File: config.mk
export PLATFORM = sky130hd
export DESIGN_NAME = uop_fetch_queue
export DESIGN_NICKNAME = d
export VERILOG_FILES = /design/src/rtl/uop_fetch_queue.sv
export SDC_FILE = /design/constraint.sdc
export NUM_CORES = 1
export LEC_CHECK = 0
export CORE_MARGIN = 2
export CORE_UTILIZATION = 30
export CTS_BUF_LIST = sky130_fd_sc_hd__clkbuf_8
export DETAILED_ROUTE_END_ITERATION = 16
export GPL_TIMING_DRIVEN = 1
export SETUP_SLACK_MARGIN = 0.02
export SLEW_MARGIN = 20
export SYNTH_ARGS = -nofsm -noshare
export SYNTH_HDL_FRONTEND = slang
export SYNTH_SLANG_ARGS = --single-unit
File: constraint.sdc
create_clock -name clk -period 6.76 [get_ports clk]
set_clock_uncertainty 0.15 [all_clocks]
set_input_delay 0.676 -clock clk [delete_from_list [all_inputs] [get_ports clk]]
set_output_delay 0.676 -clock clk [all_outputs]
set_load 0.01 [all_outputs]
File: src/rtl/uop_fetch_queue.sv
// uop_fetch_queue
// Fetches FETCH_WIDTH-lane bundles from the uop buffer one read at a time.
// Returned bundles are branch-tagged and held in a QUEUE_DEPTH-entry FIFO.
// Decode takes them from the FIFO with a valid/stall handshake.
// Ports:
//   clk, reset          clock, asynchronous active-high reset
//   enable              upstream permission to fetch
//   uop_addr, uop_rd    buffer read address (bundle base) and read strobe
//   uop_data            buffer read data, valid the cycle after uop_rd
//   redirect_*          flush the queue, restart fetch at a new address/tag
//   next_stalled        decode cannot accept the head bundle
//   valid, stalled      head bundle present / FIFO full
//   out_instr, out_tag  head bundle lanes (lane 0 in LSBs) and per-lane tags
//   out_addr            head bundle base address
module uop_fetch_queue #(
  parameter int         UOP_BUF_SIZE = 256,
  parameter int         FETCH_WIDTH  = 2,
  parameter int         QUEUE_DEPTH  = 4,
  parameter int         INSTR_W      = 32,
  parameter int         TAG_W        = 3,
  parameter logic [3:0] BRANCH_OPC   = 4'hB,
  localparam int        AW           = $clog2(UOP_BUF_SIZE)
) (
  input  logic                           clk,
  input  logic                           reset,
  input  logic                           enable,
  output logic [AW-1:0]                  uop_addr,
  output logic                           uop_rd,
  input  logic [FETCH_WIDTH*INSTR_W-1:0] uop_data,
  input  logic                           redirect_valid,
  input  logic [AW-1:0]                  redirect_addr,
  input  logic [TAG_W-1:0]               redirect_tag,
  input  logic                           next_stalled,
  output logic                           valid,
  output logic                           stalled,
  output logic [FETCH_WIDTH*INSTR_W-1:0] out_instr,
  output logic [FETCH_WIDTH*TAG_W-1:0]   out_tag,
  output logic [AW-1:0]                  out_addr
);

  localparam int PW = (QUEUE_DEPTH > 1) ? $clog2(QUEUE_DEPTH) : 1;
  localparam int CW = $clog2(QUEUE_DEPTH + 1);
  localparam int BW = FETCH_WIDTH * INSTR_W;
  localparam int GW = FETCH_WIDTH * TAG_W;

  logic [AW-1:0]    pc_r;
  logic [TAG_W-1:0] tag_ctr_r;
  logic [CW-1:0]    count_r;
  logic [PW-1:0]    head_r;
  logic [PW-1:0]    tail_r;
  logic             inflight_r;
  logic [AW-1:0]    infl_addr_r;
  logic             valid_r;
  logic             stalled_r;

  logic [BW-1:0]    q_instr_r [QUEUE_DEPTH];
  logic [GW-1:0]    q_tag_r   [QUEUE_DEPTH];
  logic [AW-1:0]    q_addr_r  [QUEUE_DEPTH];

  logic             credit_ok_s;
  logic             rd_s;
  logic             enq_s;
  logic             deq_s;
  logic [CW-1:0]    count_next_s;
  logic [AW:0]      pc_sum_s;
  logic [AW-1:0]    pc_next_s;
  logic [TAG_W-1:0] tag_acc_s;
  logic [GW-1:0]    lane_tag_s;

  function automatic logic is_branch(input logic [INSTR_W-1:0] instr);
    return instr[INSTR_W-1 -: 4] == BRANCH_OPC;
  endfunction

  function automatic logic [PW-1:0] ptr_inc(input logic [PW-1:0] p);
    logic [PW-1:0] r;
    if (p == PW'(QUEUE_DEPTH - 1)) r = '0;
    else                           r = p + PW'(1);
    return r;
  endfunction

  // The in-flight read already owns a slot, so it is counted as occupied.
  assign credit_ok_s = ((CW+1)'(count_r) + (CW+1)'(inflight_r)) < (CW+1)'(QUEUE_DEPTH);
  // Gating with reset makes the strobe drop the moment reset rises.
  assign rd_s        = !reset && enable && !redirect_valid && credit_ok_s;
  assign enq_s       = inflight_r && !redirect_valid;
  assign deq_s       = valid_r && !next_stalled && !redirect_valid;

  assign uop_rd    = rd_s;
  assign uop_addr  = pc_r;
  assign valid     = valid_r;
  assign stalled   = stalled_r;
  assign out_instr = q_instr_r[head_r];
  assign out_tag   = q_tag_r[head_r];
  assign out_addr  = q_addr_r[head_r];

  // Next fetch address, wrapping at the end of the uop buffer.
  always_comb begin
    pc_sum_s = {1'b0, pc_r} + (AW+1)'(FETCH_WIDTH);
    if (pc_sum_s >= (AW+1)'(UOP_BUF_SIZE)) pc_next_s = AW'(pc_sum_s - (AW+1)'(UOP_BUF_SIZE));
    else                                   pc_next_s = pc_sum_s[AW-1:0];
  end

  // Per-lane tags: each lane sees the counter plus the branches in lower lanes.
  always_comb begin
    tag_acc_s  = tag_ctr_r;
    lane_tag_s = '0;
    for (int i = 0; i < FETCH_WIDTH; i++) begin
      lane_tag_s[i*TAG_W +: TAG_W] = tag_acc_s;
      if (is_branch(uop_data[i*INSTR_W +: INSTR_W])) tag_acc_s = tag_acc_s + TAG_W'(1);
      else                                           tag_acc_s = tag_acc_s;
    end
  end

  // Occupancy after this cycle's enqueue/dequeue.
  always_comb begin
    case ({enq_s, deq_s})
      2'b10:   count_next_s = count_r + CW'(1);
      2'b01:   count_next_s = count_r - CW'(1);
      default: count_next_s = count_r;
    endcase
  end

  // Fetch control, FIFO pointers and the registered handshake flags.
  always_ff @(posedge clk or posedge reset) begin
    if (reset) begin
      pc_r        <= '0;
      tag_ctr_r   <= '0;
      count_r     <= '0;
      head_r      <= '0;
      tail_r      <= '0;
      inflight_r  <= 1'b0;
      infl_addr_r <= '0;
      valid_r     <= 1'b0;
      stalled_r   <= 1'b0;
    end else if (redirect_valid) begin
      pc_r       <= redirect_addr;
      tag_ctr_r  <= redirect_tag;
      count_r    <= '0;
      head_r     <= '0;
      tail_r     <= '0;
      inflight_r <= 1'b0;
      valid_r    <= 1'b0;
      stalled_r  <= 1'b0;
    end else begin
      if (rd_s) begin
        pc_r        <= pc_next_s;
        infl_addr_r <= pc_r;
      end
      inflight_r <= rd_s;
      if (enq_s) begin
        tail_r    <= ptr_inc(tail_r);
        tag_ctr_r <= tag_acc_s;
      end
      if (deq_s) head_r <= ptr_inc(head_r);
      count_r   <= count_next_s;
      valid_r   <= (count_next_s != CW'(0));
      stalled_r <= (count_next_s == CW'(QUEUE_DEPTH));
    end
  end

  // Bundle storage; entries are only read while counted as occupied.
  always_ff @(posedge clk) begin
    if (enq_s) begin
      q_instr_r[tail_r] <= uop_data;
      q_tag_r[tail_r]   <= lane_tag_s;
      q_addr_r[tail_r]  <= infl_addr_r;
    end
  end

endmodule

==> results of run 1 <==
[registers in the layout, summed over array words and instances (netlist names)]
name,cells
valid,1
inflight_r,1
infl_addr_r,8
tail_r,2
uop_addr,8
tag_ctr_r,3
q_tag_r,24
count_r,3
head_r,2
q_instr_r,256
q_addr_r,32
stalled,1
[placed cells by master, fill, tap and decap left out, types with 4 or more instances in the layout]
cell type / synthesis / routed
a21oi_1: 4 / 4
clkbuf_8: 0 / 57
and2_4: 0 / 4
buf_4: 1 / 9
nor2_1: 9 / 9
o21ai_0: 7 / 7
inv_1: 10 / 31
clkinv_1: 0 / 15
mux4_2: 78 / 78
mux2i_1: 4 / 4
ha_1: 9 / 9
dfrtp_1: 29 / 27
xnor2_1: 6 / 6
nand3_1: 5 / 5
clkdlybuf4s50_1: 0 / 168
clkinv_2: 0 / 4
nand2_1: 25 / 25
edfxtp_1: 312 / 312
[worst max path at each step]
stage | from | endpoint | slack [ns] | depth (start not counted)
after global placement | redirect_valid | q_addr_r[2][3] | 3.26 | 5
after detailed placement | redirect_valid | q_instr_r[1][8] | 3.23 | 5
after CTS | head_r[0] | out_instr[24] | 2.58 | 3
after global routing | head_r[0] | out_instr[24] | 2.47 | 3
after floorplan | redirect_valid | q_addr_r[0][0] | 3.27 | 3
final | head_r[0] | out_instr[24] | 2.76 | 3
[stage by stage]
step	util, %	setup slack, ns	hold WS (ns)	cell area [um^2]
global placement	35.98	3.263	0.3632	15120
floorplan	-	3.272	0.3258	12800
detailed placement	35.98	3.231	0.3590	15120
finish	38.44	2.761	0.3364	16160
CTS	38.44	2.578	0.2814	16160
global route	38.44	2.475	0.3440	16160
[layout make-up]
cell class	instances	area, um^2
tap	539	674.4
multi-input combinational	193	2557
fill	3810	25880
clock buffer	57	784.5
sequential	341	10100
inverter	11	41.29
clock inverter	44	252.7
timing repair buffer	177	1749
[cell families (layout without fill, tap and decap cells)]
group,after synthesis,after routing,share of synthesized area [%]
compound gates,29,29,1.564
buf+inv,36,289,1.222
simple gates,64,64,2.679
fa+ha+maj,10,10,1.036
xor+xnor,6,6,0.4106
flops,341,341,78.87
mux,84,84,14.21
[where the power goes]
part / switching (uW) / total [uW] / internal (uW)
Sequential: 33.1 / 2380 / 2350
Combinational: 98.6 / 225 / 126
Clock: 780 / 1670 / 893
Total: 912 / 4280 / 3370
[critical path, stage by stage (launching register included)]
cell and delay [ns]:
dfrtp_4 0.83, buf_4 0.60, mux4_2 0.62, clkdlybuf4s50_1 0.52
[layer usage]
metal,up-vias,wire length [um],global-route usage (%),share of wire (%)
met5,-,0,0,0
met3,36,2052,4.485,7.9
met4,0,535,3.958,2.0
met2,178,12260,18.80,47
met1,3170,11280,15.19,43
li1,2781,-,-,-
==> impl_metrics.json, run 1 <==
{
  "fmax_mhz": 250.0,
  "start_util_pct": 30.44,
  "yosysWarnings": 0,
  "slew_headroom_pct": 36.69,
  "drv_cap": 0,
  "p_per_area_nw_per_um2": 264.6,
  "yosys_register_bits": 341,
  "required_ns": 5.93,
  "die_w_um": 210.5,
  "cts.htree.levels": 2,
  "setup_viol": 0,
  "antenna_cells": 0,
  "r2r_slack_ns": 4.07,
  "root_buffer": "clkbuf_8",
  "yosys.area.top_type": "edfxtp_1",
  "reg2reg_depth": 3,
  "start_kind": "register",
  "syn_nets": 660,
  "io_buffers": 168,
  "holdCritPathClass": "input port to asynchronous set/reset pin",
  "syn_area_um2": 12800,
  "yosysSeqAreaShare_pct": 78.87,
  "std_cell_rows": 75,
  "yosysMostFrequentCell": "edfxtp_1",
  "clkTransAtPathRegs_ns": 0.06,
  "first_iter_violations": 291,
  "drt-pass1-iter-count": 4,
  "antenna_found_initial": 0,
  "synth_area_per_cell_um2": 22.45,
  "cts_buffers": 56,
  "routed_wl_um": 26130,
  "hold_buffers": 0,
  "async_flop_share_pct": 8.504,
  "grt_pass1_vias": 6712,
  "ant_nets": 0,
  "insertion_delay_ns": 0.60,
  "status": "finished, final reports clean",
  "ys.flop_type": "edfxtp_1",
  "cts_resized": 0,
  "grt_max_degree": 59,
  "p_total_uw": 4277,
  "r2r-end": "q_addr_r[2][5]",
  "area_growth_pct": 26.28,
  "maxSlewViolCount": 0,
  "ir_worst_vdd_mv": 0.1155,
  "final.period_utilization_pct": 59.16,
  "core-area_um2": 42040,
  "leakage_uw": 0.005281,
  "timing.rr.start": "inflight_r",
  "via_per_inst": 4.526,
  "fin_cells": 1362,
  "ys_top_cells_by_area": "edfxtp_1, mux4_2, dfrtp_1, ha_1, nand2_1",
  "dp_hpwl_um": 15510,
  "place.gp.congestion": 0.7318,
  "place_inst": 1261,
  "die_height_um": 210.5,
  "wire_per_inst_um": 19.19,
  "arrival_ns": 3.17,
  "crit_type": "register to primary output",
  "rsz0062_at_grt": "no",
  "fin_setup_tns_ns": 0,
  "crit_path_max_fanout": 30,
  "dieArea_um2": 44330,
  "final_nets": 870,
  "synth_common_cells": "edfxtp_1, mux4_2, dfrtp_1",
  "clock-sinks": 341,
  "drc_errors": 0,
  "design.portCount": 169,
  "worst_pin_slew_ns": 0.9496,
  "synth-edff-count": 312,
  "endpoint_kind": "primary output",
  "finalHoldViolations": 0,
  "post-route-min-period_ns": 3.999,
  "vias": 6165,
  "synthesis.instances": 570,
  "grt_usage_pct": 11.92,
  "overflow": 0,
  "grt_pass1_wl_um": 39680,
  "cts_setup_buffers": 0,
  "synth_top_cell_area_share_pct": 73.20,
  "cts_tree": "built",
  "drive_gt1_share_pct": 20.29,
  "cts_buffer_depth": 3,
  "ys_types": 44
}
(Power assumes the default switching activity.)
==> inputs of run 2 (changes only) <==
==> constraint.sdc (replaced) <==
create_clock -name clk -period 3.6 [get_ports clk]
set_clock_uncertainty 0.15 [all_clocks]
set_input_delay 0.36 -clock clk [delete_from_list [all_inputs] [get_ports clk]]
set_output_delay 0.36 -clock clk [all_outputs]
set_load 0.01 [all_outputs]
==> run 2 against run 1 <==
  * Wire length grew 0.73%
  * Final area increased by 1.4%
  * Setup slack lost 2.5 ns
  * Sequential cell count unchanged
  * Die area did not move
  * Worst hold slack worse by 0.16 ns
  * Combinational power increased by 92%
  * Clock power rose by 90%
  * First-iteration DRC count increased by 35%
  * Global-route usage is 0.24 points higher
==> impl_metrics.json, run 2 (synthesized netlist as in run 1, its figures left out) <==
{
  "fin_cells": 1372,
  "core-area_um2": 42040,
  "largest_register": "q_instr_r",
  "antenna_found_initial": 0,
  "first_iter_violations": 393,
  "dieArea_um2": 44330,
  "holdCritPathClass": "input port to register",
  "required_ns": 3.09,
  "grt_usage_pct": 12.16,
  "dp_hpwl_um": 15400,
  "clock-sinks": 341,
  "largestRegisters": "q_instr_r (256), q_addr_r (32), q_tag_r (24)",
  "final_area_um2": 16400,
  "drt-pass1-iter-count": 6,
  "fin_ws_ns": 0.2974,
  "root_buffer": "clkbuf_8",
  "crit_chain": "buf_12 -> mux4_2 -> clkdlybuf4s50_1",
  "ir_worst_vdd_mv": 0.3065,
  "final_cell_mix": "edfxtp_1, clkdlybuf4s50_1, mux4_2",
  "grt_max_degree": 79,
  "slew_headroom_pct": 58.53,
  "setup_viol": 0,
  "drc_errors": 0,
  "wire_per_inst_um": 19.19,
  "cts_buffers": 57,
  "worst_pin_slew_ns": 0.6221,
  "clkTransAtPathRegs_ns": 0.06,
  "grt_pass1_vias": 6917,
  "cts_tree": "built",
  "fmax_mhz": 302.8,
  "cts.htree.levels": 2,
  "maxSlewViolCount": 0,
  "status": "finished, final reports clean",
  "die_height_um": 210.5,
  "cts_buffer_depth": 3,
  "via_per_inst": 4.627,
  "crit_path_max_fanout": 26,
  "slowest_stage": "dfrtp_4",
  "design.portCount": 169,
  "endpoint_kind": "primary output",
  "final.period_utilization_pct": 91.74,
  "grt_pass1_wl_um": 40760,
  "insertion_delay_ns": 0.61,
  "final_nets": 882,
  "start_util_pct": 30.44,
  "drive_gt1_share_pct": 21.61,
  "dpl_cell_area_um2": 15340,
  "overflow": 0,
  "fillCellCount": 3837,
  "ant_nets": 0,
  "drv_cap": 0,
  "p_per_area_nw_per_um2": 491.9,
  "largest_reg_flops": 256,
  "die_w_um": 210.5,
  "routed_wl_um": 26320,
  "finalHoldViolations": 0,
  "crit_type": "register to primary output",
  "antenna_cells": 0,
  "max_stage_delay_ns": 0.82,
  "place_ws_ns": 0.7174,
  "io_buffers": 168,
  "post-route-min-period_ns": 3.303,
  "vias": 6348,
  "place.gp.congestion": 0.7415,
  "area_growth_pct": 28.11,
  "place_inst": 1271,
  "fin_setup_tns_ns": 0,
  "arrival_ns": 2.79,
  "leakage_uw": 0.005359,
  "std_cell_rows": 75,
  "rsz0062_at_grt": "no",
  "start_kind": "register",
  "final_common_cell": "edfxtp_1"
}
==> run 2: cell count changes in the layout (fill, tap and decap cells not counted) <==
cell / before / now
buf_12: 0 / 11
inv_1: 31 / 27
buf_4: 9 / 8
clkbuf_8: 57 / 58
clkinv_2: 4 / 5
clkinvlp_4: 1 / 2
dlygate4sd3_1: 0 / 1
==> run 2: critical path: cells and delay by family, from the launching register on <==
kind,cells,cell delay [ns]
flip-flops,1,0.82
multiplexers,1,0.53
buffers and inverters,2,0.79
==> run 2: per-layer routing <==
| layer | part of all wire (%) | global-route usage [%] | vias to the layer above |
|---|---|---|---|
| met5 | 0 | 0 | - |
| met1 | 45 | 16.00 | 3316 |
| met4 | 1.8 | 3.885 | 0 |
| met2 | 47 | 19.06 | 188 |
| li1 | - | - | 2800 |
| met3 | 6.8 | 4.038 | 44 |
==> run 2: where the power goes <==
part / internal, uW / total, uW / switching, uW
Clock: 1700 / 3170 / 1470
Sequential: 4410 / 4470 / 61.0
Combinational: 248 / 433 / 185
Total: 6350 / 8070 / 1710
==> run 2: area by class of cell <==
type,count,area [um^2],area share [%]
Inverter,11,41.29,0.2518
Multi-Input combinational cell,193,2557,15.60
Clock buffer,58,798.3,4.869
Sequential cell,341,10100,61.61
Clock inverter,42,250.2,1.526
Timing Repair Buffer,188,1972,12.03
Tap cell,539,674.4,4.113
==> run 2: worst paths after layout <==
path / from / end / slack [ns] / cells after the start
max in group asynchronous: reset / infl_addr_r[2] / 2.06 / 4
hold reg to reg: infl_addr_r[7] / q_addr_r[1][7] / 0.37 / 0
hold / removal: redirect_addr[1] / uop_addr[1] / 0.18 / 3
min in group asynchronous: reset / head_r[0] / 0.60 / 3
setup reg to reg: inflight_r / stalled / 0.98 / 8
setup / recovery: head_r[0] / out_instr[51] / 0.30 / 3
==> run 2: per-stage QoR <==
stage | total power [uW] | utilization, % | hold slack [ns]
2_1_floorplan | 4708 | - | 0.2881
3_3_place_gp | 4975 | 36.48 | 0.3506
3_5_place_dp | 4988 | 36.48 | 0.3608
4_1_cts | 8222 | 39.00 | 0.1084
5_1_grt | 8434 | 39.00 | 0.1451
6_report | 8066 | 39.00 | 0.1790
==> run 2: what timing repair did <==
item / 4_1_cts / 5_1_grt
setup buffers: 0 / 0
hold endpoints to repair: 12 / 0
hold buffers: 1 / 0
setup endpoints to repair: 0 / 0
gates resized for setup: 0 / 0
==> inputs of run 3 (changes only) <==
==> constraint.sdc (replaced) <==
create_clock -name clk -period 3.6 [get_ports clk]
set_clock_uncertainty 0.15 [all_clocks]
set_input_delay 1.08 -clock clk [delete_from_list [all_inputs] [get_ports clk]]
set_output_delay 1.08 -clock clk [all_outputs]
set_load 0.01 [all_outputs]
==> run 3 against run 2 <==
  * Setup slack got worse by 0.17 ns
  * Largest cell class unchanged
  * Largest power group unchanged
  * Clock power is 7.9% lower
  * Clock-buffer cell count did not move
  * Sequential cell count did not move
  * Critical endpoint is now uop_rd
  * Via count increased by 1.0%
==> impl_metrics.json, run 3 (synthesized netlist as in run 1, its figures left out) <==
{
  "setup_viol": 0,
  "crit_path_end": "uop_rd",
  "timing.rr.start": "inflight_r",
  "crit_path_max_fanout": 2,
  "drv_cap": 0,
  "cts_tree": "built",
  "cts.htree.levels": 2,
  "routed_wl_um": 27450,
  "slew_headroom_pct": 69.88,
  "r2r_slack_ns": 1.27,
  "start_kind": "input port",
  "fmax_mhz": 288.3,
  "grt_usage_pct": 12.55,
  "p_per_area_nw_per_um2": 472.9,
  "seq_area_um2": 10100,
  "via_per_inst": 4.591,
  "holdPathStages": 0,
  "p_total_uw": 7819,
  "area_growth_pct": 29.20,
  "clock-sinks": 341,
  "maxSlewViolCount": 0,
  "ant_nets": 0,
  "largest_register": "q_instr_r",
  "grt_pass1_vias": 6973,
  "arrival_ns": 2.24,
  "dp_hpwl_um": 16410,
  "clkTransAtPathRegs_ns": 0.06,
  "first_iter_violations": 327,
  "final_common_cell": "edfxtp_1",
  "holdCritPathClass": "register to register",
  "largestRegisters": "q_instr_r (256), q_addr_r (32), q_tag_r (24)",
  "post-route-min-period_ns": 3.469,
  "vias": 6414,
  "hold_ws_ns": 0.3771,
  "status": "finished, final reports clean",
  "die_w_um": 210.5,
  "final_nets": 905,
  "core-area_um2": 42040,
  "dieArea_um2": 44330,
  "fin_setup_tns_ns": 0,
  "grt_max_degree": 29,
  "io_buffers": 168,
  "grt_pass1_wl_um": 41460,
  "place.gp.congestion": 0.7524,
  "drc_errors": 0,
  "worst_pin_slew_ns": 0.4486,
  "rsz0062_at_grt": "no",
  "reg2reg_depth": 8,
  "insertion_delay_ns": 0.62,
  "endpoint_kind": "primary output",
  "ir_worst_vdd_mv": 0.2063,
  "drive_gt1_share_pct": 25.09,
  "start_util_pct": 30.44,
  "wire_per_inst_um": 19.65,
  "overflow": 0,
  "crit_type": "input port to primary output",
  "final_cell_mix": "edfxtp_1, clkdlybuf4s50_1, mux4_2",
  "r2r-end": "stalled",
  "multiInputGateArea_um2": 2557,
  "largest_reg_flops": 256,
  "cts_buffers": 57,
  "worstHoldStart": "infl_addr_r[7]",
  "finalHoldViolations": 0,
  "antenna_found_initial": 0,
  "design.portCount": 169,
  "fillCellCount": 3830,
  "root_buffer": "clkbuf_8",
  "final.period_utilization_pct": 96.35,
  "std_cell_rows": 75,
  "cts_buffer_depth": 3,
  "drt-pass1-iter-count": 4,
  "die_height_um": 210.5,
  "crit_path_start": "reset",
  "leakage_uw": 0.005635,
  "required_ns": 2.37
}
[run 3: report_power, final]
part	internal (uW)	total [uW]	switching [uW]
clock network	1480	2920	1440
registers	4410	4460	54.4
logic	240	437	197
[run 3: cell type report]
type | count | area share, %
clock buffers | 58 | 4.827
multi-input cells | 193 | 15.47
repair buffers | 211 | 13.23
diodes | 1 | 0.01513
clock inverters | 43 | 1.044
well taps | 539 | 4.078
inverters | 11 | 0.2497
flip-flops and latches | 341 | 61.09
[run 3: worst min-delay path by stage]
stage,endpoint,slack (ns)
final,q_addr_r[3][7],0.38
after global routing,q_addr_r[3][5],0.41
after CTS,q_addr_r[3][7],0.38
after detailed placement,q_addr_r[2][7],0.36
after global placement,q_addr_r[2][7],0.35
after floorplan,q_addr_r[0][0],0.33
[run 3: critical path, stage by stage]
cell             delay (ns)
clkdlybuf4s50_1        0.45
nor4b_4                0.31
nand2_2                0.08
inv_1                  0.06
dlygate4sd2_1          0.26
[run 3: stage by stage]
step / util [%] / setup WS, ns / instance area (um^2) / cells
after global routing: 39.33 / 0.03156 / 16530 / 1396
after floorplan: - / 0.4584 / 12800 / 570
final: 39.33 / 0.1313 / 16540 / 1397
after global placement: 36.79 / -0.1760 / 15470 / 1280
after CTS: 39.30 / -0.009553 / 16520 / 1395
after detailed placement: 36.79 / -0.1843 / 15470 / 1280
[run 3: timing repair]
item	in CTS	in global routing
setup buffers	11	1
hold endpoints to repair	0	0
cloned	3	0
pin swaps	1	0
endpoints found under the setup margin	79	31
gates resized for setup	141	1
hold buffers	0	0
[run 3: metal layers]
metal	vias to the layer above	routed length, um	global-route usage (%)
met3	44	1858	3.397
met4	0	608	5.002
met1	3307	11730	15.91
met5	-	0	0
met2	202	13260	20.52
li1	2861	-	-
